### src/rtl/cpu_sequencer.sv
// Multi-cycle fetch/exec/mem control FSM for the 4-bit CPU core.
// Optional single-step mode: define CPU_SEQUENCER_SINGLE_STEP_EN to add the step input.
module cpu_sequencer #(
    parameter int              PC_W        = 4,
    parameter logic [PC_W-1:0] RESET_PC    = '0,
    parameter int              ACK_TIMEOUT = 15
) (
    input  logic            clk,
    input  logic            rst,
`ifdef CPU_SEQUENCER_SINGLE_STEP_EN
    input  logic            step,
`endif
    input  logic            run,
    output logic            imem_req,
    output logic [PC_W-1:0] imem_addr,
    input  logic            imem_ack,
    input  logic [7:0]      imem_data,
    output logic [3:0]      alu_op,
    input  logic            alu_z,
    input  logic            alu_n,
    input  logic [3:0]      alu_out,
    output logic [1:0]      rf_sel_x,
    output logic [1:0]      rf_sel_y,
    output logic            rf_we,
    output logic            dmem_req,
    output logic            dmem_we,
    input  logic            dmem_ack,
    output logic [PC_W-1:0] pc,
    output logic            flag_z,
    output logic            flag_n,
    output logic            busy,
    output logic            fault
);

    localparam int CNT_W = (ACK_TIMEOUT > 0) ? $clog2(ACK_TIMEOUT + 1) : 1;

    typedef enum logic [2:0] {
        S_IDLE,
        S_FETCH,
        S_EXEC,
        S_MEM,
        S_FAULT
    } state_t;

    state_t           state, state_next;
    logic [7:0]       ir;
    logic [CNT_W-1:0] wait_cnt;
    logic [3:0]       op;
    logic             is_arith, is_mem, is_st, is_jump, taken;
    logic             timeout_hit, start_ok;
    state_t           retire_state;
    logic [PC_W-1:0]  target, pc_inc;

    assign op       = ir[7:4];
    assign is_arith = (op != 4'd0) && (op <= 4'd8);
    assign is_mem   = (op[3:1] == 3'b111);
    assign is_st    = (op == 4'd15);
    assign is_jump  = (op >= 4'd9) && (op <= 4'd13);
    assign target   = PC_W'(alu_out);
    assign pc_inc   = pc + PC_W'(1);

    always_comb begin
        case (op)
            4'd9:    taken = 1'b1;
            4'd10:   taken = flag_z;
            4'd11:   taken = ~flag_z;
            4'd12:   taken = flag_n;
            4'd13:   taken = ~flag_n;
            default: taken = 1'b0;
        endcase
    end

    assign timeout_hit = (ACK_TIMEOUT > 0) && (wait_cnt == CNT_W'(ACK_TIMEOUT));

`ifdef CPU_SEQUENCER_SINGLE_STEP_EN
    logic step_q;
    always_ff @(posedge clk or posedge rst) begin
        if (rst) step_q <= 1'b0;
        else     step_q <= step;
    end
    assign start_ok     = step & ~step_q;
    assign retire_state = S_IDLE;
`else
    assign start_ok     = 1'b1;
    assign retire_state = run ? S_FETCH : S_IDLE;
`endif

    // State register
    always_ff @(posedge clk or posedge rst) begin
        if (rst) state <= S_IDLE;
        else     state <= state_next;
    end

    // Next-state logic
    always_comb begin
        state_next = state;
        case (state)
            S_IDLE: begin
                if (run && start_ok) state_next = S_FETCH;
            end
            S_FETCH: begin
                if (imem_ack)         state_next = S_EXEC;
                else if (timeout_hit) state_next = S_FAULT;
            end
            S_EXEC: begin
                state_next = is_mem ? S_MEM : retire_state;
            end
            S_MEM: begin
                if (dmem_ack)         state_next = retire_state;
                else if (timeout_hit) state_next = S_FAULT;
            end
            S_FAULT: state_next = S_FAULT;
            default: state_next = S_IDLE;
        endcase
    end

    // Output logic
    always_comb begin
        imem_req = 1'b0;
        alu_op   = 4'd0;
        rf_we    = 1'b0;
        dmem_req = 1'b0;
        dmem_we  = 1'b0;
        busy     = 1'b1;
        case (state)
            S_FETCH: imem_req = 1'b1;
            S_EXEC: begin
                alu_op = op;
                rf_we  = is_arith;
            end
            S_MEM: begin
                alu_op   = op;
                dmem_req = 1'b1;
                dmem_we  = is_st;
                rf_we    = ~is_st & dmem_ack;
            end
            default: busy = 1'b0;
        endcase
    end

    assign imem_addr = pc;
    assign rf_sel_x  = ir[3:2];
    assign rf_sel_y  = ir[1:0];

    // Datapath registers: instruction, PC, flags, fault and handshake wait counter
    always_ff @(posedge clk or posedge rst) begin
        if (rst) begin
            ir       <= '0;
            pc       <= RESET_PC;
            flag_z   <= 1'b0;
            flag_n   <= 1'b0;
            fault    <= 1'b0;
            wait_cnt <= '0;
        end else begin
            if (state_next != state)
                wait_cnt <= '0;
            else if (state == S_FETCH || state == S_MEM)
                wait_cnt <= wait_cnt + CNT_W'(1);

            if (state_next == S_FAULT)
                fault <= 1'b1;

            if (state == S_FETCH && imem_ack)
                ir <= imem_data;

            if (state == S_EXEC) begin
                if (is_arith) begin
                    flag_z <= alu_z;
                    flag_n <= alu_n;
                end
                if (is_jump)
                    pc <= taken ? target : pc_inc;
                else if (!is_mem)
                    pc <= pc_inc;
            end

            if (state == S_MEM && dmem_ack) begin
                pc <= pc_inc;
                if (!is_st) begin
                    flag_z <= alu_z;
                    flag_n <= alu_n;
                end
            end
        end
    end

endmodule

### config.mk
export PLATFORM = sky130hd
export DESIGN_NAME = cpu_sequencer
export DESIGN_NICKNAME = d
export VERILOG_FILES = /design/src/rtl/cpu_sequencer.sv
export SDC_FILE = /design/constraint.sdc
export NUM_CORES = 1
export LEC_CHECK = 0
export ABC_AREA = 1
export BUFFER_PORTS_ARGS = -buffer_cell sky130_fd_sc_hd__clkbuf_2
export CORE_MARGIN = 2
export CORE_UTILIZATION = 43
export CTS_BUF_LIST = sky130_fd_sc_hd__clkbuf_2 sky130_fd_sc_hd__clkbuf_4 sky130_fd_sc_hd__clkbuf_8
export CTS_CLUSTER_SIZE = 30
export DETAILED_ROUTE_END_ITERATION = 12
export PLACE_DENSITY_LB_ADDON = 0.05
export SLEW_MARGIN = 30
export SYNTH_ARGS = -nofsm -noshare
export SYNTH_HDL_FRONTEND = slang
export SYNTH_SLANG_ARGS = --single-unit
export TNS_END_PERCENT = 10
### constraint.sdc
create_clock -name clk -period 2 [get_ports clk]
set_input_delay 0.4 -clock clk [delete_from_list [all_inputs] [get_ports clk]]
set_output_delay 0.4 -clock clk [all_outputs]
set_load 0.01 [all_outputs]
**Yosys cells after proc, flatten, opt, wreduce, memory -nomap -nowiden**

Index checks and enable logic that the tools add are counted.

- Bits in registers: 22
- Bits of input ports: 19
- Logic and storage cells: 72

- Add/sub/neg operators: 2
- Magnitude comparators: 3
- Eq/ne operators: 15
- Multiplexer cells: 29
- Bitwise logic cells: 4
- Reductions and logical operators: 12

Operators with widths:

| cell | number |
|---|---|
| 2-to-1 mux 4 bit | 8 |
| equality test 4 bit, second input constant | 7 |
| case mux 3 bit (5 select lines) | 1 |
| 2-to-1 mux 1 bit | 13 |
| 2-to-1 mux 3 bit | 4 |
| equality test 3 bit, second input constant | 3 |
| adder 4 x 1 -> 4 bit, second input constant | 2 |
| <= comparator 4 bit, second input constant | 2 |
| equality test 3 x 2 -> 1 bit, second input constant | 2 |
| case mux 1 bit (5 select lines) | 1 |
| >= comparator 4 bit, second input constant | 1 |
| logical AND 1 bit | 4 |
| nonzero test 2 bit | 2 |
| nonzero test 4 bit | 1 |
| equality test 3 x 1 -> 1 bit, second input constant | 1 |
| logical NOT 3 bit | 1 |
| inequality test 3 x 1 -> 1 bit, second input constant | 1 |
| inequality test 3 bit | 1 |
| NOT 1 bit | 3 |
| OR reduction 3 bit | 1 |
| 2-to-1 mux 2 bit | 1 |
| case mux 1 bit (2 select lines) | 1 |
| AND reduction 2 bit | 1 |
| OR reduction 2 bit | 1 |
| other kinds (2) | 2 |

**Logic depth before layout (Yosys ltp)**

Gate-level depths: netlist (run 1).

- Word-level depth: 6
- Gate-level depth with buffers: 9
- Depth with buffers taken out: 9

**Least setup slack after synthesis (run 1)**

No wires, ideal clock.

- Kind: reg-to-output
- Start: reg state[1]
- End: out rf_we
- Data arrival time: 1041 ps
- Data required time: 1600 ps
- Slack: 559 ps
- Stages on the path, launching flop included: 5
- Cells stage by stage: dfrtp_1 nand2_1 nor2_4 nand2_4 o22ai_2

- Word-level cells in the longest chain between the ends: 2
- Elaborated cells between the ends (all ways): 3
- Those cells by class: 2 x eq/ne; 1 x mux

RTL lines:

| what | RTL line | source |
|---|---|---|
| start: declaration | 45 | `state_t state, state_next;` |
| start signal: assignment | 91 | `else state <= state_next;` |
| equality test 3 x 2 -> 1 bit | 125 | `case (state)` |
| case mux 1 bit (2 select lines) (*) | 125 |  |
| end: declaration | 24 | `output logic rf_we,` |

Mark *: on every way between the ends. The rest lies on a longest branch, timed or not.

**Worst setup path after layout (run 1)**

- Start: reg state[2]
- End: out dmem_we

- Word-level cells in the longest chain between the ends: 2

RTL lines:

| what | RTL line | source |
|---|---|---|
| equality test 3 x 2 -> 1 bit | 125 |  |
| 2-to-1 mux 1 bit | 125 |  |
| end: declaration | 26 | `output logic dmem_we,` |

Every way passes these cells.

==> results of run 1 <==
sequential cells by signal, summed over array words and instances (netlist names):
| name | flops |
|---|---|
| imem_addr | 4 |
| flag_n | 1 |
| state | 3 |
| fault | 1 |
| wait_cnt | 4 |
| ir | 8 |
| flag_z | 1 |
cell type report:
class | count | share of cell area
clock buffer | 4 | 0.02253
inverter | 20 | 0.04662
multi-input combinational | 119 | 0.3854
sequential | 22 | 0.3442
tap | 31 | 0.02409
timing repair buffer | 52 | 0.1772
final timing paths:
path	from	slack, ps	to	cells past startpoint
max in group asynchronous	rst	1680	state[1]	3
min	rst	70	state[2]	3
max reg2reg	state[0]	470	wait_cnt[3]	10
min reg2reg	ir[0]	490	ir[0]	2
min in group clk	imem_data[2]	260	ir[2]	3
max	state[2]	90	dmem_we	3
repair_timing:
action / in CTS / in global routing
gates resized for setup: 1 / 5
pin swaps: 0 / 1
setup buffers: 1 / 7
endpoints found under the setup margin: 1 / 1
hold buffers: 0 / 0
per-layer routing:
metal / routed length [µm] / vias to the layer above
met3: 213 / 6
li1: - / 631
met5: 0 / -
met1: 1331 / 553
met4: 57 / 0
met2: 1383 / 43
cell families after synthesis:
kind of cell,after synthesis
muxes,1
xor gates and xnor gates,5
AOI/OAI and AO/OA,11
adders and majority gates,2
and+or+nand+nor,100
buffers and inverters,29
DFF,22
cell usage in the layout (no fill, tap or decap):
cell	n
nand2_1	51
clkbuf_2	42
inv_1	19
nand3_1	19
dfrtp_1	19
nor2_1	10
buf_4	10
o21ai_0	7
nor3_1	4
nand3b_1	4
xor2_1	3
nand2_2	3
clkbuf_4	3
dfrtp_2	3
nor2_4	2
nor2_2	2
nand4_1	2
xnor2_1	2
ha_1	2
inv_2	1
nand2_4	1
a21oi_1	1
o22ai_4	1
o311ai_1	1
nor4_1	1
or2_1	1
o21ai_2	1
mux2i_1	1
clkbuf_8	1
worst max-delay path: cells and delay by family, from the launching register on:
kind	cells	cell delay (ps)
DFF	1	460
buffers and inverters	2	350
and+or+nand+nor	1	380
power groups by stage:
stage               Sequential, mW  Clock (mW)  Combinational (mW)
global route                 0.788       0.286                1.04
CTS                          0.755       0.266               0.878
floorplan                    0.770           0               0.664
finish                       0.757       0.260               0.914
detailed placement           0.766           0               0.876
global placement             0.760           0               0.869
through the flow:
step	util	hold slack, ps	TNS, ps	worst slack, ps	instance area [µm²]
after global routing	0.5740	98.12	-62.14	-39.49	1610
final	0.5740	70.60	0	93.16	1610
after floorplan	-	389.2	0	559.3	1299
after global placement	0.5339	431.4	0	367.9	1498
after detailed placement	0.5339	442.8	0	329.5	1498
after CTS	0.5500	78.46	0	2.877	1543
==> impl_results.md, run 1 <==
* Routed WL at 2985 µm
* Final ANT Viol Nets at 0
* Final Power at between 1.5 and 2 mW
* P_leak at 0.8969 nW
* # clock sinks at 22
* Synth Instances at between 150 and 200
* Synth area leaders: dfrtp_1 (42%), nand2_1 (15%), nand3_1 (7.3%)
* Slew Viols, Final at 0
* Mux cell area share after synthesis at 0.007707
* CTS tree: done
* Chip height at 58.96 µm
* Startpoint Class: flip-flop
* Status: finished with violations
* Share of the synthesized area in the top cell type at 0.4239
* Clk_skew at approximately 8.5 ps
* Clock latency at the later pin of the worst-skew pair at roughly 320 ps
* Clock transition at the registers of the reported paths at between 100 and 150 ps
* Period minus WS final at between 1500 and 2000 ps
* Sequential group share of total power at 0.392
* Clk root buf: clkbuf_4
* Slowest-stage cell, CP: dfrtp_2
* Post-Synth Simple-Gate Area at 0.3536
* Row count at 19
* Worst-Margin Slew at approximately 380 ps
* Synth Area in Adders at 0.01927
* TritonCTS buffer count at 3
* Drt pass-1 iters at 8
* Inserted Diodes at 0
* Max-cap violations at 0
* Post-synth top area cell: dfrtp_1
* Post-Synth XOR/XNOR Area at 0.03372
* EDFF count, synth at 0
* Comb power frac at 0.473
* Iter 0 DRT Violations at approximately 50
* Initial antenna violation count at 0
* Largest net degree at the start of global routing at 23
* IO buf count at between 40 and 50
* Busiest layer in global routing: met2
* Grt met3 use at 0.02857
* Via Count at 1,233
* Final Hold Fails at 0
* Crit end category: primary output
* Area of the core at roughly 2800 µm²
* Max VDD drop at just over 0.5 mV
* CP Class: reg -> out
* Synthesized area at between 1000 and 1500 µm²
* Final nets at 239
* Hold crit path type: in -> async
* Sequential share of the synthesized area at 0.4239
* Cell with the most instances after synthesis: nand2_1
* Post-detail-place hpwl at roughly 2200 µm
* Crit Path Max Fanout at 4
* Yosys Warn Count at 0
* CTS Buffer Depth at 2
* Htree depth at 1
* Net Sw Frac at 0.4351
* Syn Area/Cell at about 7.6 µm²
* Total track usage at 0.1767
* Remaining DRCs at 2
* Layout Cells excl Fill at ~250
* Cell count after placement at approximately 240
* Power per cell area at 1198 nW/µm²
* Synthesis-stage register bit count at 22
* Cell internal pwr at 1.090 mW
* Multi-input logic area at roughly 620 µm²
* Critical Path Max Stage Delay at 460 ps
* Global-route wire length before repair at about 4700 µm
* Synth async-reset ratio at 1.000
* Die area at roughly 3500 µm²
* Fillers at roughly 260
* Max Fclk at approximately 520 MHz
* Relative slew margins at 0.7466
* Layout cells sized above 1 at 0.3226
* Critical Path AT at between 1500 and 2000 ps
* WL/cell at about 12 µm
* Setup violations, final at 0
* Met2 usage at 0.2730
* Count of different cell masters after synthesis at 26
* Post-synth top cells: nand2_1 (52), dfrtp_1 (22), inv_1 (19), nand3_1 (19), nor2_1 (11)
* DIE WIDTH at around 59 µm
* Worst-path cell chain: buf_4 > nor4_1 > clkbuf_2
* Initial core utilization at 0.4630
* IO Count at 43
* Main flop type after synthesis: dfrtp_1
* Syn_nets at approximately 190
* Area Overhead vs Synth at 23.99%
* Required time of the critical path at between 1500 and 2000 ps
* Clk pwr share at 0.135
* Global routing usage on met1 at 0.2483
* Global placement routability congestion at 0.8570
* Total gr overflow at 0
* Reg area at 554.3 µm²
* Main combinational cell family by area after synthesis: simple AND/OR/NAND/NOR gates
* Net switching power at approximately 840 µW
* Final Cycle Share at 0.9534
* Failing checks: DRC
* Post-synthesis compound-gate area fraction at 0.05395
* Vias per Instance at 4.972
* Vias in the first global route at 1,081
(Power assumes the default switching activity.)
==> inputs of run 2 (changes only) <==
--- a/config.mk
+++ b/config.mk
@@ -13,6 +13,7 @@
 export CTS_CLUSTER_SIZE = 30
 export DETAILED_ROUTE_END_ITERATION = 12
 export PLACE_DENSITY_LB_ADDON = 0.05
+export SETUP_SLACK_MARGIN = 0.3
 export SLEW_MARGIN = 30
 export SYNTH_ARGS = -nofsm -noshare
 export SYNTH_HDL_FRONTEND = slang
==> run 2 against run 1 <==
Compared with the run above: the run still ends with DRC left; setup slack improved by 78 ps; sequential power grew 3.3%; total power increased by 7.2%; via count grew 5.4%; utilization up 5.4 points; hold slack worse by 4.2 ps; combinational power up 12%; die area unchanged; largest cell class unchanged.
==> impl_results.md, run 2 (synthesis gave the netlist of run 1 again) <==
* Cell Area, Placed at between 1000 and 1500 µm²
* Power per cell area at 1174 nW/µm²
* Total gr overflow at 0
* # clock sinks at 22
* Inserted Diodes at 0
* Drt pass-1 iters at 9
* Slew Viols, Final at 0
* Most common cell after layout, fill and taps aside: nand2_1
* Crit end category: primary output
* Relative slew margins at 0.7634
* Startpoint Class: flip-flop
* Iter 0 DRT Violations at 64
* Hold crit path type: in -> async
* Final Hold Fails at 0
* IO Count at between 40 and 50
* Final nets at 247
* Row count at 19
* Largest net degree at the start of global routing at 23
* Max FFs per register at 8
* Chip height at roughly 59 µm
* Routed WL at 3228 µm
* Clock transition at the registers of the reported paths at roughly 140 ps
* Area Overhead vs Synth at 35.65%
* TritonCTS buffer count at 3
* Die area at 3476 µm²
* Clock latency at the later pin of the worst-skew pair at 330 ps
* RSZ-0062 raised after global routing: yes
* Post-layout util at 0.6280
* Worst-Margin Slew at about 350 ps
* Final ANT Viol Nets at 0
* Remaining DRCs at 2
* P_leak at about 0.95 nW
* Clk root buf: clkbuf_4
* Final Cycle Share at 0.9142
* Initial core utilization at 0.4630
* Required time of the critical path at ~1600 ps
* Global placement routability congestion at 0.8570
* Design area at around 1800 µm²
* CTS Buffer Depth at 2
* Period minus WS final at 1828 ps
* Global-route wire length before repair at ~5000 µm
* WL/cell at ~13 µm
* Max-cap violations at 0
* Via Count at about 1,300
* CTS tree: done
* DIE WIDTH at 58.96 µm
* Total track usage at 0.1942
* Vias per Instance at about 5.1
* Post-detail-place hpwl at ~2200 µm
* Clk_skew at around 8.5 ps
* Area of the core at around 2800 µm²
* Layout cells sized above 1 at 0.3956
* Largest Register: ir
* Htree depth at 1
* Max VDD drop at 0.5351 mV
* Max Fclk at 546.9 MHz
* Most frequent cells in the layout: nand2_1 (49), clkbuf_2 (39), inv_1 (18)
* CP Class: reg -> out
* Critical Path AT at roughly 1400 ps
* Initial antenna violation count at 0
* Crit Path Max Fanout at 5
* Setup tns final at 0 ps
* Setup violations, final at 0
* Vias in the first global route at approximately 1,200
* Failing checks: DRC
* IO buf count at between 40 and 50
* Status: finished with violations
-- run 2: cell types whose count changed in the layout (fill, tap and decap cells not counted), sizes merged --
| cell | change |
|---|---|
| buf | +11 |
| clkbuf | -3 |
-- run 2: cell type report --
cell class / instances / area [µm²]
clock buffers: 4 / 36.28
fillers: 239 / 1044
inverters: 20 / 77.57
multi-input cells: 119 / 681.9
flip-flops and latches: 22 / 556.8
well taps: 31 / 38.79
repair buffers: 60 / 370.4
-- run 2: metal layers --
layer | global-route usage | share of wire | vias to the layer above
met5 | 0 | 0 | -
met4 | 0.06818 | 0.016 | 0
met3 | 0.02857 | 0.072 | 6
met2 | 0.3238 | 0.50 | 50
met1 | 0.2566 | 0.42 | 598
li1 | - | - | 645
-- run 2: metrics by stage --
step / setup slack (ps) / hold slack, ps / std cells / total power [mW]
after CTS: 172.8 / 78.41 / 253 / 2.005
after floorplan: 559.3 / 389.2 / 170 / 1.434
after global routing: 146.2 / 95.86 / 256 / 2.251
after global placement: 367.9 / 431.4 / 236 / 1.629
final: 171.6 / 66.45 / 256 / 2.069
after detailed placement: 329.5 / 442.8 / 236 / 1.642
-- run 2: critical path: stages, from the launching register on --
cell and delay [ps]:
dfrtp_2 500, inv_4 90, buf_4 130, nand3_1 130, inv_1 120, clkbuf_2 140
-- run 2: report_power, final --
part | switching, mW | internal (mW) | leakage (nW)
Sequential | 0.173 | 0.610 | 0.269
Combinational | 0.588 | 0.433 | 0.664
Clock | 0.154 | 0.112 | 0.0210
Total | 0.914 | 1.15 | 0.954
-- run 2: what timing repair did --
action | CTS | global route
setup buffers | 13 | 3
pin swaps | 7 | 5
resized for setup | 15 | 17
hold buffers | 0 | 0
endpoints found under the setup margin | 8 | 13
-- run 2: final timing paths --
path / start / end / slack, ps / depth (start not counted)
min in group clk: imem_data[2] / ir[2] / 260 / 3
max in group asynchronous: rst / state[0] / 1680 / 3
setup reg to reg: state[2] / wait_cnt[3] / 340 / 8
hold / removal: rst / state[2] / 70 / 3
hold reg to reg: ir[0] / ir[0] / 490 / 2
setup / recovery: state[2] / imem_req / 170 / 5
==> inputs of run 3 (changes only) <==
--- a/config.mk
+++ b/config.mk
@@ -12,8 +12,8 @@
 export CTS_BUF_LIST = sky130_fd_sc_hd__clkbuf_2 sky130_fd_sc_hd__clkbuf_4 sky130_fd_sc_hd__clkbuf_8
 export CTS_CLUSTER_SIZE = 30
 export DETAILED_ROUTE_END_ITERATION = 12
-export PLACE_DENSITY_LB_ADDON = 0.05
-export SETUP_SLACK_MARGIN = 0.3
+export PLACE_DENSITY = 0.81
+export SETUP_SLACK_MARGIN = 0.2
 export SLEW_MARGIN = 30
 export SYNTH_ARGS = -nofsm -noshare
 export SYNTH_HDL_FRONTEND = slang
==> run 3 against run 2 <==
Compared with the run above: the run still ends with DRC left; clock power up 31%; sequential power decreased by 2%; routed wire length rose by 1.5%; largest cell class unchanged; critical path depth rose by 1; combinational power down 5%; design area decreased by 4.9%; register-to-register slack improved by 60 ps; critical endpoint is now rf_we; sequential share of layout area rose by 1.5 points.
==> impl_results.md, run 3 (synthesis gave the netlist of run 1 again) <==
* Relative slew margins at 0.6928
* Most frequent cells in the layout: nand2_1 (51), clkbuf_2 (41), inv_1 (19), dfrtp_1 (19), nand3_1 (18)
* Crit Path Max Fanout at 5
* Max-cap violations at 0
* Reg area at around 550 µm²
* Routed WL at 3275 µm
* Post-detail-place hpwl at between 2000 and 2500 µm
* Global-route wire length before repair at between 5000 and 6000 µm
* Remaining DRCs at 2
* Critical Path AT at 1440 ps
* Final Cycle Share at 0.9202
* Vias in the first global route at 1,192
* Initial core utilization at 0.4630
* Depth of the most critical reg-to-reg path at 10
* TritonCTS buffer count at 3
* Total gr overflow at 0
* Final Hold Fails at 0
* Initial antenna violation count at 0
* Slowest-stage cell, CP: dfrtp_2
* Clock transition at the registers of the reported paths at approximately 130 ps
* Crit end category: primary output
* IO buf count at 42
* Layout cells sized above 1 at 0.3455
* Period minus WS final at 1840 ps
* CTS tree: done
* Iter 0 DRT Violations at 40
* Drt pass-1 iters at 8
* Max FFs per register at 8
* Worst-path cell chain: inv_4 > nand2_4 > nor2_4 > nand2_1 > o22ai_4 > buf_2
* Die area at around 3500 µm²
* Total track usage at 0.2006
* Failing checks: DRC
* Area Overhead vs Synth at 29.00%
* WL/cell at 13.05 µm
* Slew Viols, Final at 0
* Startpoint Class: flip-flop
* CTS Buffer Depth at 2
* Hold crit path type: in -> async
* Final ANT Viol Nets at 0
* Most common cell after layout, fill and taps aside: nand2_1
* Power per cell area at about 1200 nW/µm²
* Htree depth at 1
* Clk root buf: clkbuf_4
* Largest Register: ir
* Global placement routability congestion at 0.8328
* Inserted Diodes at 0
* RSZ-0062 raised after global routing: yes
* Max Fclk at 543.4 MHz
* Post-layout util at 0.5972
* Final nets at ~240
* DIE WIDTH at between 50 and 60 µm
* Multi-input logic area at around 640 µm²
* Hold_buf cts at 0
* Critical Path Max Stage Delay at around 460 ps
* P_leak at just over 0.9 nW
* Max VDD drop at roughly 0.93 mV
* Cell count after placement at between 200 and 250
* Status: finished with violations
* Setup tns final at 0 ps
* Area of the core at approximately 2800 µm²
* Row count at 19
* IO Count at 43
* Largest net degree at the start of global routing at 23
* Vias per Instance at a little over 5
* # clock sinks at 22
* Clock latency at the later pin of the worst-skew pair at a little over 300 ps
* Required time of the critical path at between 1500 and 2000 ps
* Clk_skew at 5.015 ps
* Chip height at 58.96 µm
* CP Class: reg -> out
* Worst-Margin Slew at between 400 and 500 ps
* Layout Cells excl Fill at 251
* Via Count at around 1,300
* Fillers at roughly 260
* Setup violations, final at 0
run 3: cell types whose count changed in the layout (fill, tap and decap cells not counted), sizes merged:
cell	before	now
buf	21	14
bufinv	0	1
clkbuf	43	44
run 3: layout make-up:
type / count / share of cell area
multi-input combinational: 119 / 0.3846
sequential: 22 / 0.3308
timing repair buffer: 55 / 0.1837
inverter: 20 / 0.04630
tap: 31 / 0.02315
clock inverter: 1 / 0.01792
clock buffer: 3 / 0.01344
run 3: layer usage:
| layer | vias up | wire length [µm] | global-route usage |
|---|---|---|---|
| met3 | 16 | 215 | 0.03956 |
| met2 | 60 | 1680 | 0.3444 |
| met4 | 0 | 103 | 0.1071 |
| li1 | 637 | - | - |
| met5 | - | 0 | 0 |
| met1 | 592 | 1276 | 0.2342 |
run 3: power by group:
part,internal (mW),switching [mW],leakage (nW),total [mW]
clock,0.203,0.144,0.0279,0.346
sequential,0.606,0.162,0.271,0.768
combinational,0.396,0.572,0.619,0.968
total,1.20,0.877,0.919,2.08
run 3: per-stage QoR:
stage | area, µm² | setup slack, ps | power, mW | hold WS, ps
finish | 1675 | 159.6 | 2.082 | 76.31
CTS | 1637 | 159.3 | 2.057 | 82.96
detailed placement | 1498 | 316.0 | 1.645 | 436.9
floorplan | 1299 | 559.3 | 1.434 | 389.2
global route | 1675 | 87.44 | 2.260 | 90.01
global placement | 1498 | 363.5 | 1.616 | 429.2
run 3: final timing paths:
check                        startpoint           to  slack, ps
setup reg to reg               state[2]  wait_cnt[1]        400
setup / recovery               state[2]        rf_we        160
hold reg to reg                   fault        fault        490
min in group clk           imem_data[3]        ir[3]        280
hold / removal                      rst        ir[0]         80
max in group asynchronous           rst     state[1]       1690
run 3: critical path: cells and delay by family, from the launching register on:
kind,cells,cell delay [ps]
DFF,1,460
and+or+nand+nor,3,280
buffers and inverters,2,250
AOI/OAI and AO/OA,1,130
run 3: repair_timing:
item                                   CTS  global route
setup endpoints to repair                2             3
gates cloned                             0             0
resized for setup                        7             6
pin swaps                                5             1
endpoints found under the hold margin    0             0
setup buffers                            9             2
